==> src/rtl/draw_scheduler.sv <==
// draw_scheduler: sequences LUT-driven display init, a full 12x16 grid sweep and queued single-cell redraws.
module draw_scheduler (
  input  logic       clk,
  input  logic       rst,
  input  logic       start,
  input  logic       upd_valid,
  output logic       upd_ready,
  input  logic [3:0] upd_x,
  input  logic [3:0] upd_y,
  input  logic [2:0] obj_in,
  input  logic       cmd_finished,
  input  logic       pause,
  input  logic       tx_done,
  output logic [2:0] mode,
  output logic [3:0] X,
  output logic [3:0] Y,
  output logic [2:0] obj_code,
  output logic       tx_start,
  output logic       lut_clr,
  output logic       busy,
  output logic       init_done,
  output logic       err_oob
);
  typedef enum logic [2:0] {IDLE, I_SET, I_SEND, PICK, C_SET, C_SEND, CLR} state_t;
  state_t     state_q, state_d;
  logic       sweep_q, sweep_d, init_q, init_d, oob_q, oob_d;
  logic       pick_q, pick_d, cell_sw_q, cell_sw_d, tx_q, tx_d;
  logic [3:0] sx_q, sx_d, sy_q, sy_d, x_q, x_d, y_q, y_d;
  logic [2:0] obj_q, obj_d;
  logic [7:0] fifo_q [4];
  logic [1:0] wr_q, wr_d, rd_q, rd_d;
  logic [2:0] cnt_q, cnt_d;
  logic       push, store, pop, fifo_ne;
  // Out-of-range requests complete the handshake but never enter the queue.
  always_comb begin
    upd_ready = cnt_q != 3'd4;
    fifo_ne   = cnt_q != 3'd0;
    push      = upd_valid && upd_ready;
    store     = push && upd_x <= 4'd11;
    pop       = state_q == PICK && !pick_q && !sweep_q;
    oob_d     = oob_q | (push && upd_x > 4'd11);
    wr_d      = store ? wr_q + 2'd1 : wr_q;
    rd_d      = pop ? rd_q + 2'd1 : rd_q;
    cnt_d     = cnt_q + {2'b0, store} - {2'b0, pop};
  end
  always_comb begin
    state_d   = state_q;
    sweep_d   = sweep_q;
    init_d    = init_q;
    pick_d    = pick_q;
    cell_sw_d = cell_sw_q;
    tx_d      = 1'b0;
    sx_d      = sx_q;
    sy_d      = sy_q;
    x_d       = x_q;
    y_d       = y_q;
    obj_d     = obj_q;
    case (state_q)
      IDLE: begin
        if (start) begin
          sweep_d = 1'b1;
          state_d = init_q ? PICK : I_SET;
        end else if (fifo_ne && init_q) begin
          state_d = PICK;
        end
      end
      I_SET: begin
        if (!pause) begin
          state_d = I_SEND;
          tx_d    = 1'b1;
        end
      end
      I_SEND: begin
        if (tx_done) begin
          state_d = cmd_finished ? CLR : I_SET;
          init_d  = init_q | cmd_finished;
        end
      end
      PICK: begin
        if (!pick_q) begin
          pick_d    = 1'b1;
          cell_sw_d = sweep_q;
          x_d       = sweep_q ? sx_q : fifo_q[rd_q][7:4];
          y_d       = sweep_q ? sy_q : fifo_q[rd_q][3:0];
        end else begin
          pick_d  = 1'b0;
          obj_d   = obj_in;
          state_d = C_SET;
        end
      end
      C_SET: begin
        state_d = C_SEND;
        tx_d    = 1'b1;
      end
      C_SEND: begin
        if (tx_done) state_d = cmd_finished ? CLR : C_SET;
      end
      CLR: begin
        cell_sw_d = 1'b0;
        if (cell_sw_q) begin
          sx_d = (sx_q == 4'd11) ? 4'd0 : sx_q + 4'd1;
          sy_d = (sx_q == 4'd11) ? sy_q + 4'd1 : sy_q;
          if (sx_q == 4'd11 && sy_q == 4'd15) sweep_d = 1'b0;
        end
        state_d = (sweep_d || fifo_ne) ? PICK : IDLE;
      end
      default: state_d = IDLE;
    endcase
  end
  always_ff @(posedge clk or posedge rst) begin
    if (rst) begin
      state_q   <= IDLE;
      sweep_q   <= 1'b0;
      init_q    <= 1'b0;
      oob_q     <= 1'b0;
      pick_q    <= 1'b0;
      cell_sw_q <= 1'b0;
      tx_q      <= 1'b0;
      sx_q      <= 4'd0;
      sy_q      <= 4'd0;
      x_q       <= 4'd0;
      y_q       <= 4'd0;
      obj_q     <= 3'd0;
      wr_q      <= 2'd0;
      rd_q      <= 2'd0;
      cnt_q     <= 3'd0;
    end else begin
      state_q   <= state_d;
      sweep_q   <= sweep_d;
      init_q    <= init_d;
      oob_q     <= oob_d;
      pick_q    <= pick_d;
      cell_sw_q <= cell_sw_d;
      tx_q      <= tx_d;
      sx_q      <= sx_d;
      sy_q      <= sy_d;
      x_q       <= x_d;
      y_q       <= y_d;
      obj_q     <= obj_d;
      wr_q      <= wr_d;
      rd_q      <= rd_d;
      cnt_q     <= cnt_d;
    end
  end
  always_ff @(posedge clk) begin
    if (store) fifo_q[wr_q] <= {upd_x, upd_y};
  end
  always_comb begin
    mode      = (state_q == I_SET)  ? 3'd1 :
                (state_q == I_SEND) ? 3'd2 :
                (state_q == C_SET)  ? 3'd3 :
                (state_q == C_SEND) ? 3'd4 : 3'd0;
    lut_clr   = state_q == CLR;
    busy      = state_q != IDLE;
    X         = x_q;
    Y         = y_q;
    obj_code  = obj_q;
    tx_start  = tx_q;
    init_done = init_q;
    err_oob   = oob_q;
  end
endmodule

==> config.mk <==
export PLATFORM = sky130hd
export DESIGN_NAME = draw_scheduler
export DESIGN_NICKNAME = d
export VERILOG_FILES = /design/src/rtl/draw_scheduler.sv
export SDC_FILE = /design/constraint.sdc
export NUM_CORES = 1
export LEC_CHECK = 0
export ABC_CLOCK_PERIOD_IN_PS = 2500
export BUFFER_PORTS_ARGS = -buffer_cell sky130_fd_sc_hd__buf_4
export CORE_AREA = 2 2 97 62
export DETAILED_ROUTE_END_ITERATION = 6
export DIE_AREA = 0 0 99 64
export GPL_TIMING_DRIVEN = 1
export PLACE_DENSITY_LB_ADDON = 0.25
export SYNTH_ARGS = -nofsm -noshare
export SYNTH_HDL_FRONTEND = slang
export SYNTH_SLANG_ARGS = --single-unit
==> constraint.sdc <==
create_clock -name clk -period 2.5 [get_ports clk]
set_input_delay 0.375 -clock clk [delete_from_list [all_inputs] [get_ports clk]]
set_output_delay 0.375 -clock clk [all_outputs]
set_load 0.05 [all_outputs]
Word-level counts from Yosys, hierarchy flattened
Memory sizes are Yosys's and may differ from the RTL's.
Cells that the tools add are included.
{"block": "op_classes", "n_addsub": 6, "n_lt_le_gt_ge": 2, "eq_ne": 16, "mux": 30, "bitwise_logic": 3, "n_reduce_logical": 23}
{"cell": "3-bit 2-to-1 mux", "n": 11}
{"cell": "3-bit case mux with 7 select lines", "n": 1}
{"cell": "4-bit 2-to-1 mux", "n": 3}
{"cell": "2-bit inequality test, second input constant", "n": 6}
{"cell": "2-bit AND reduction", "n": 6}
{"cell": "3-bit equality test, second input constant", "n": 3}
{"cell": "1-bit 2-to-1 mux", "n": 9}
{"cell": "4-bit by 1-bit adder with 4-bit output, second input constant", "n": 2}
{"cell": "4-bit equality test, second input constant", "n": 2}
{"cell": "1-bit logical AND", "n": 7}
{"cell": "3-bit by 2-bit equality test with 1-bit output, second input constant", "n": 2}
{"cell": "2-bit 2-to-1 mux", "n": 3}
{"cell": "3-bit inequality test, second input constant", "n": 2}
{"cell": "1-bit case mux with 2 select lines", "n": 3}
{"cell": "3-bit nonzero test", "n": 2}
{"cell": "5-bit AND reduction", "n": 1}
{"cell": "2-bit by 1-bit adder with 2-bit output, second input constant", "n": 2}
{"cell": "4-bit greater-than comparator, second input constant", "n": 1}
{"cell": "4-bit less-or-equal comparator, second input constant", "n": 1}
{"cell": "2-bit nonzero test", "n": 2}
{"cell": "3-bit by 1-bit adder with 3-bit output", "n": 1}
{"cell": "3-bit by 1-bit equality test with 1-bit output, second input constant", "n": 1}
{"cell": "3-bit logical NOT", "n": 1}
{"cell": "3-bit AND reduction", "n": 1}
{"cell": "5 further kinds", "n": 7}
{"block": "totals", "ff_bits": 35, "ramBits": 32, "inputBits": 18, "output_inout_bits": 20, "elab_cells": 96, "memories": 1}
{"name": "fifo_q", "words": 4, "width": 8, "rd": 1, "rd_ports_with_merged_regs": 0, "write_ports": 1, "line_no": "30", "rtl": "logic [7:0] fifo_q [4];"}

Logic depth before layout (Yosys ltp)
{"block": "depth", "ltp_word": 8, "ltp_mapped": 10, "mapped_depth_nobuf": 10}

Least setup slack after synthesis
No wires, ideal clock.
{"block": "synth_timing", "kind": "flip-flop to flip-flop", "from": "register cnt_q[2]", "to": "register cnt_q[2]", "setup_time_ps": 123, "arrival_ps": 2358, "t_required_ps": 2377, "slack_ps": 19, "path_stages_with_launch": 11, "n_path_buf": 0, "synth_period_minus_slack_ps": 2481, "path_cell_list": "dfrtp_1 -> or3b_1 -> nand2_1 -> a21oi_2 -> inv_1 -> ha_1 -> inv_1 -> ha_1 -> fa_1 -> xnor2_1 -> xnor2_1"}
{"block": "synth_between", "elab_chain_cells": 5}
{"item": "start, declared", "line_no": "32", "rtl": "logic [2:0] cnt_q, cnt_d;"}
{"item": "start signal, assigned", "line_no": "142", "rtl": "cnt_q <= cnt_d;"}
{"item": "3-bit inequality test", "line_no": "36", "rtl": "upd_ready = cnt_q != 3'd4;"}
{"item": "named net upd_ready", "line_no": "7", "rtl": "output logic upd_ready,"}
{"item": "1-bit logical AND", "line_no": "38", "rtl": "push = upd_valid && upd_ready;"}
{"item": "1-bit logical AND", "line_no": "39", "rtl": "store = push && upd_x <= 4'd11;"}
{"item": "3-bit by 1-bit adder with 3-bit output", "line_no": "44", "rtl": "cnt_d = cnt_q + {2'b0, store} - {2'b0, pop};"}
{"item": "3-bit by 1-bit subtractor with 3-bit output", "line_no": "44"}
{"item": "named net cnt_d[2]", "line_no": "32"}
The timed path passes the listed nets, and every way through them passes these cells.
A chain may end at the register's enable or synchronous reset.

Worst setup path in the final report
{"block": "layout_timing", "from": "register cnt_q[2]", "to": "register cnt_q[2]"}
{"block": "layout_between", "elab_chain_cells": 5}
{"item": "3-bit inequality test", "line_no": "36"}
{"item": "1-bit logical AND", "line_no": "38"}
{"item": "1-bit logical AND", "line_no": "39"}
{"item": "3-bit by 1-bit adder with 3-bit output *", "line_no": "44"}
{"item": "3-bit by 1-bit subtractor with 3-bit output *", "line_no": "44"}
{"item": "named net cnt_d[2]", "line_no": "32"}
Mark *: on every way through the listed nets, which the timed path passes. The rest lies on a longest branch.

==> impl_metrics.csv <==
group,metric,value,unit
floorplanning,io_pins,38,
critical_path,path_class,"reg2reg",
place,hpwl,3531,um
finish,fin_area,0.003551,mm^2
place,placed_cell_area,0.003349,mm^2
synth,synth_cells,210,
global_route,grt_max_degree,36,
floorplanning,rows,21,
sta,fin_setup_tns,0,ps
route,drtAntennaViolNets,0,
floorplanning,start_util,55.70,%
sta,clock_skew,7.583,ps
synth,synth_cell_types,48,
outcome,status,"completed",
critical_path,crit_path_end_kind,"flop",
route,avgViaCountPerCell,5.319,
pwr,p_leak,1.508,nW
global_route,overflow,0,
synth,synth_top_flop_cell,"dfrtp_1",
floorplanning,fp.dieH,64,um
route,wl,5199,um
floorplanning,core-area,0.005386,mm^2
sta,worst-slew-pin-transition,582.0,ps
route,dr.pass1.iters,4,
synth,muxShareOfSynthArea,12.47,%
hold_path,min_path_type,"in2async",
finish,drive_above_1_share,31.54,%
synth,syn_area_per_cell,14.29,um^2
critical_path,startpoint,"cnt_q[2]$_DFF_PP0_",
finish,syn2layout_area_growth,18.35,%
critical_path,r2r-end,"cnt_q[2]$_DFF_PP0_",
cts,clockBufferDepth,2,
synth,yosysSeqAreaShare,61.22,%
critical_path,critPathCapture,"cnt_q[2]$_DFF_PP0_",
global_route,track_usage,18.94,%
finish,fin_nets,282,
critical_path,worst_setup_path_start_kind,"flop",
cts,cts_made_buffers,9,
synth,syn-cell-area,0.003000,mm^2
sta,fin_ws,261.8,ps
global_route,grt_pass1_wl,8811,um
synth,synth_top_family_by_area,"multiplexers",
sta,min_period,2238,ps
place,place_ws,228.4,ps
synth,synthAdderAreaFrac,4.003,%
synth,yosys.area_share.xor_xnor,2.627,%
synth,async_flop_share,52.24,%
cts,cts_htree_levels,3,
route,via_count,1750,
synth,ys_ff_latch,67,
global_route,antenna_found_initial,0,
synth,synth_edf_count,32,
floorplanning,die-area,0.006336,mm^2
floorplanning,fp.dieW,99,um
sta,slew_viol_final,0,
sta,hold_viol_final,0,
critical_path,cp.arrival,2510,ps
synth,syn_nets,237,
cts,clock_latency,350,ps
sta,relSlewSlack,61.20,%
finish,layout_commonest_cell,"buf_4",
critical_path,cp.required,2770,ps
critical_path,r2r_start,"cnt_q[2]$_DFF_PP0_",
critical_path,reg2reg_setup_slack,260,ps
sta,max_freq,446.8,MHz
route,wl_per_cell,15.80,um
cts,cts_sinks,67,
finish,fillCellCount,390,
synth,synth_compound_area_share,6.797,%
sta,fin_crit_sh,89.53,%
place,gp_congestion,0.8050,
route,drtIter0Drc,82,
cts,cts_tree,"done",
cts,root_buffer,"clkbuf_8",
finish,final_cell_mix,"43 x buf_4, 35 x dfrtp_1, 32 x edfxtp_1",
critical_path,critPathMaxFanout,7,
pwr,irDropWorstVdd,0.5053,mV
sta,finalSetupViolCount,0,
sta,rsz0062_at_grt,"no",
finish,antenna_cells,0,
critical_path,r2r_cells,10,
place,io_buffers,37,
cts,cts.clk_slew.worst_paths,70,ps
cts,post_cts_buffers,0,
route,drc,0,
pwr,powerDensity,1254,mW/mm^2
synth,synth-simple-area-share,9.633,%
synth,ys.warnings.count,0,
flow_run,drv_cap,0,
global_route,grt_pass1_vias,1739,
==> metrics by stage <==
stage	util, %	hold WS (ps)	std cells	power [W]
2_1_floorplan	-	466.0	210	0.003119
3_3_place_gp	62.18	464.4	313	0.003581
3_5_place_dp	62.18	486.9	313	0.003611
4_1_cts	65.78	123.2	329	0.004491
5_1_grt	65.92	177.8	329	0.004724
6_report	65.92	120.5	329	0.004453
==> cell usage after synthesis (all sizes together), types with 3 or more instances <==
cell type	count	area, um^2
mux2	8	93.84
edfxtp	32	960.9
o21ai	3	15.01
and2	4	25.02
nand3	4	20.02
mux2i	10	100.1
xnor2	7	61.31
inv	10	37.53
a21oi	16	87.59
nand2	9	33.78
ha	8	100.1
nand4	3	18.77
nor2	13	51.30
mux4	8	180.2
nand2b	3	18.77
buf	8	56.29
dfrtp	35	875.8
==> critical path: stages (launching register included) <==
cell and delay, ps:
dfrtp_1 390, or3b_1 210, nand2_1 100, a21oi_4 200, inv_1 70, ha_1 270
inv_1 40, ha_1 180, fa_1 380, xnor2_1 190, xnor2_1 140
==> per-layer routing <==
layer	GRT usage (%)	share of wire (%)	vias up
met5	0	0	-
met4	8.733	2.0	0
met3	6.236	6.5	10
met2	25.76	41	45
met1	27.56	50	842
li1	-	-	853
==> final cells by class <==
cell class	count	area [um^2]	share of cell area, %
Multi-Input combinational cell	124	1074	30.23
Timing Repair Buffer	43	322.8	9.091
Tap cell	69	86.33	2.431
Clock buffer	10	127.6	3.594
Inverter	10	37.54	1.057
Clock inverter	6	66.31	1.868
Sequential cell	67	1837	51.73
==> kinds of logic after synthesis <==
| group | after synthesis |
|---|---|
| flip-flops | 67 |
| AND/OR/NAND/NOR | 49 |
| AO/OA/AOI/OAI | 31 |
| multiplexers | 26 |
| buffers and inverters | 19 |
| XOR/XNOR | 9 |
| adder cells (fa/ha/maj) | 9 |
==> timing repair <==
| action | 4_1_cts | 5_1_grt |
|---|---|---|
| endpoints found under the setup margin | 0 | 1 |
| hold buffers | 0 | 0 |
| resized for setup | 0 | 1 |
==> power by group <==
group | total, W | internal [W] | switching [W] | leakage (nW)
Sequential | 0.00171 | 0.00148 | 0.000235 | 0.715
Combinational | 0.00188 | 0.000739 | 0.00114 | 0.702
Clock | 0.000861 | 0.000460 | 0.000401 | 0.0901
Total | 0.00445 | 0.00267 | 0.00178 | 1.51
==> registers in the layout, indices dropped and copies added (netlist names), 2 cells and up <==
signal,count
X,4
Y,4
cnt_q,3
fifo_q,32
obj_code,3
rd_q,2
state_q,3
sx_q,4
sy_q,4
wr_q,2
==> worst min path at each step <==
stage                                    to  slack, ps  cells after the start
detailed placement        err_oob$_DFF_PP0_        490                      1
CTS                      cnt_q[1]$_DFF_PP0_        120                      3
finish                   cnt_q[1]$_DFF_PP0_        120                      3
floorplan               sy_q[3]$_DFFE_PP0P_        470                      1
global route        obj_code[0]$_DFFE_PP0P_        180                      3
global placement          err_oob$_DFF_PP0_        460                      1
Power figures use the tool's default switching activity.
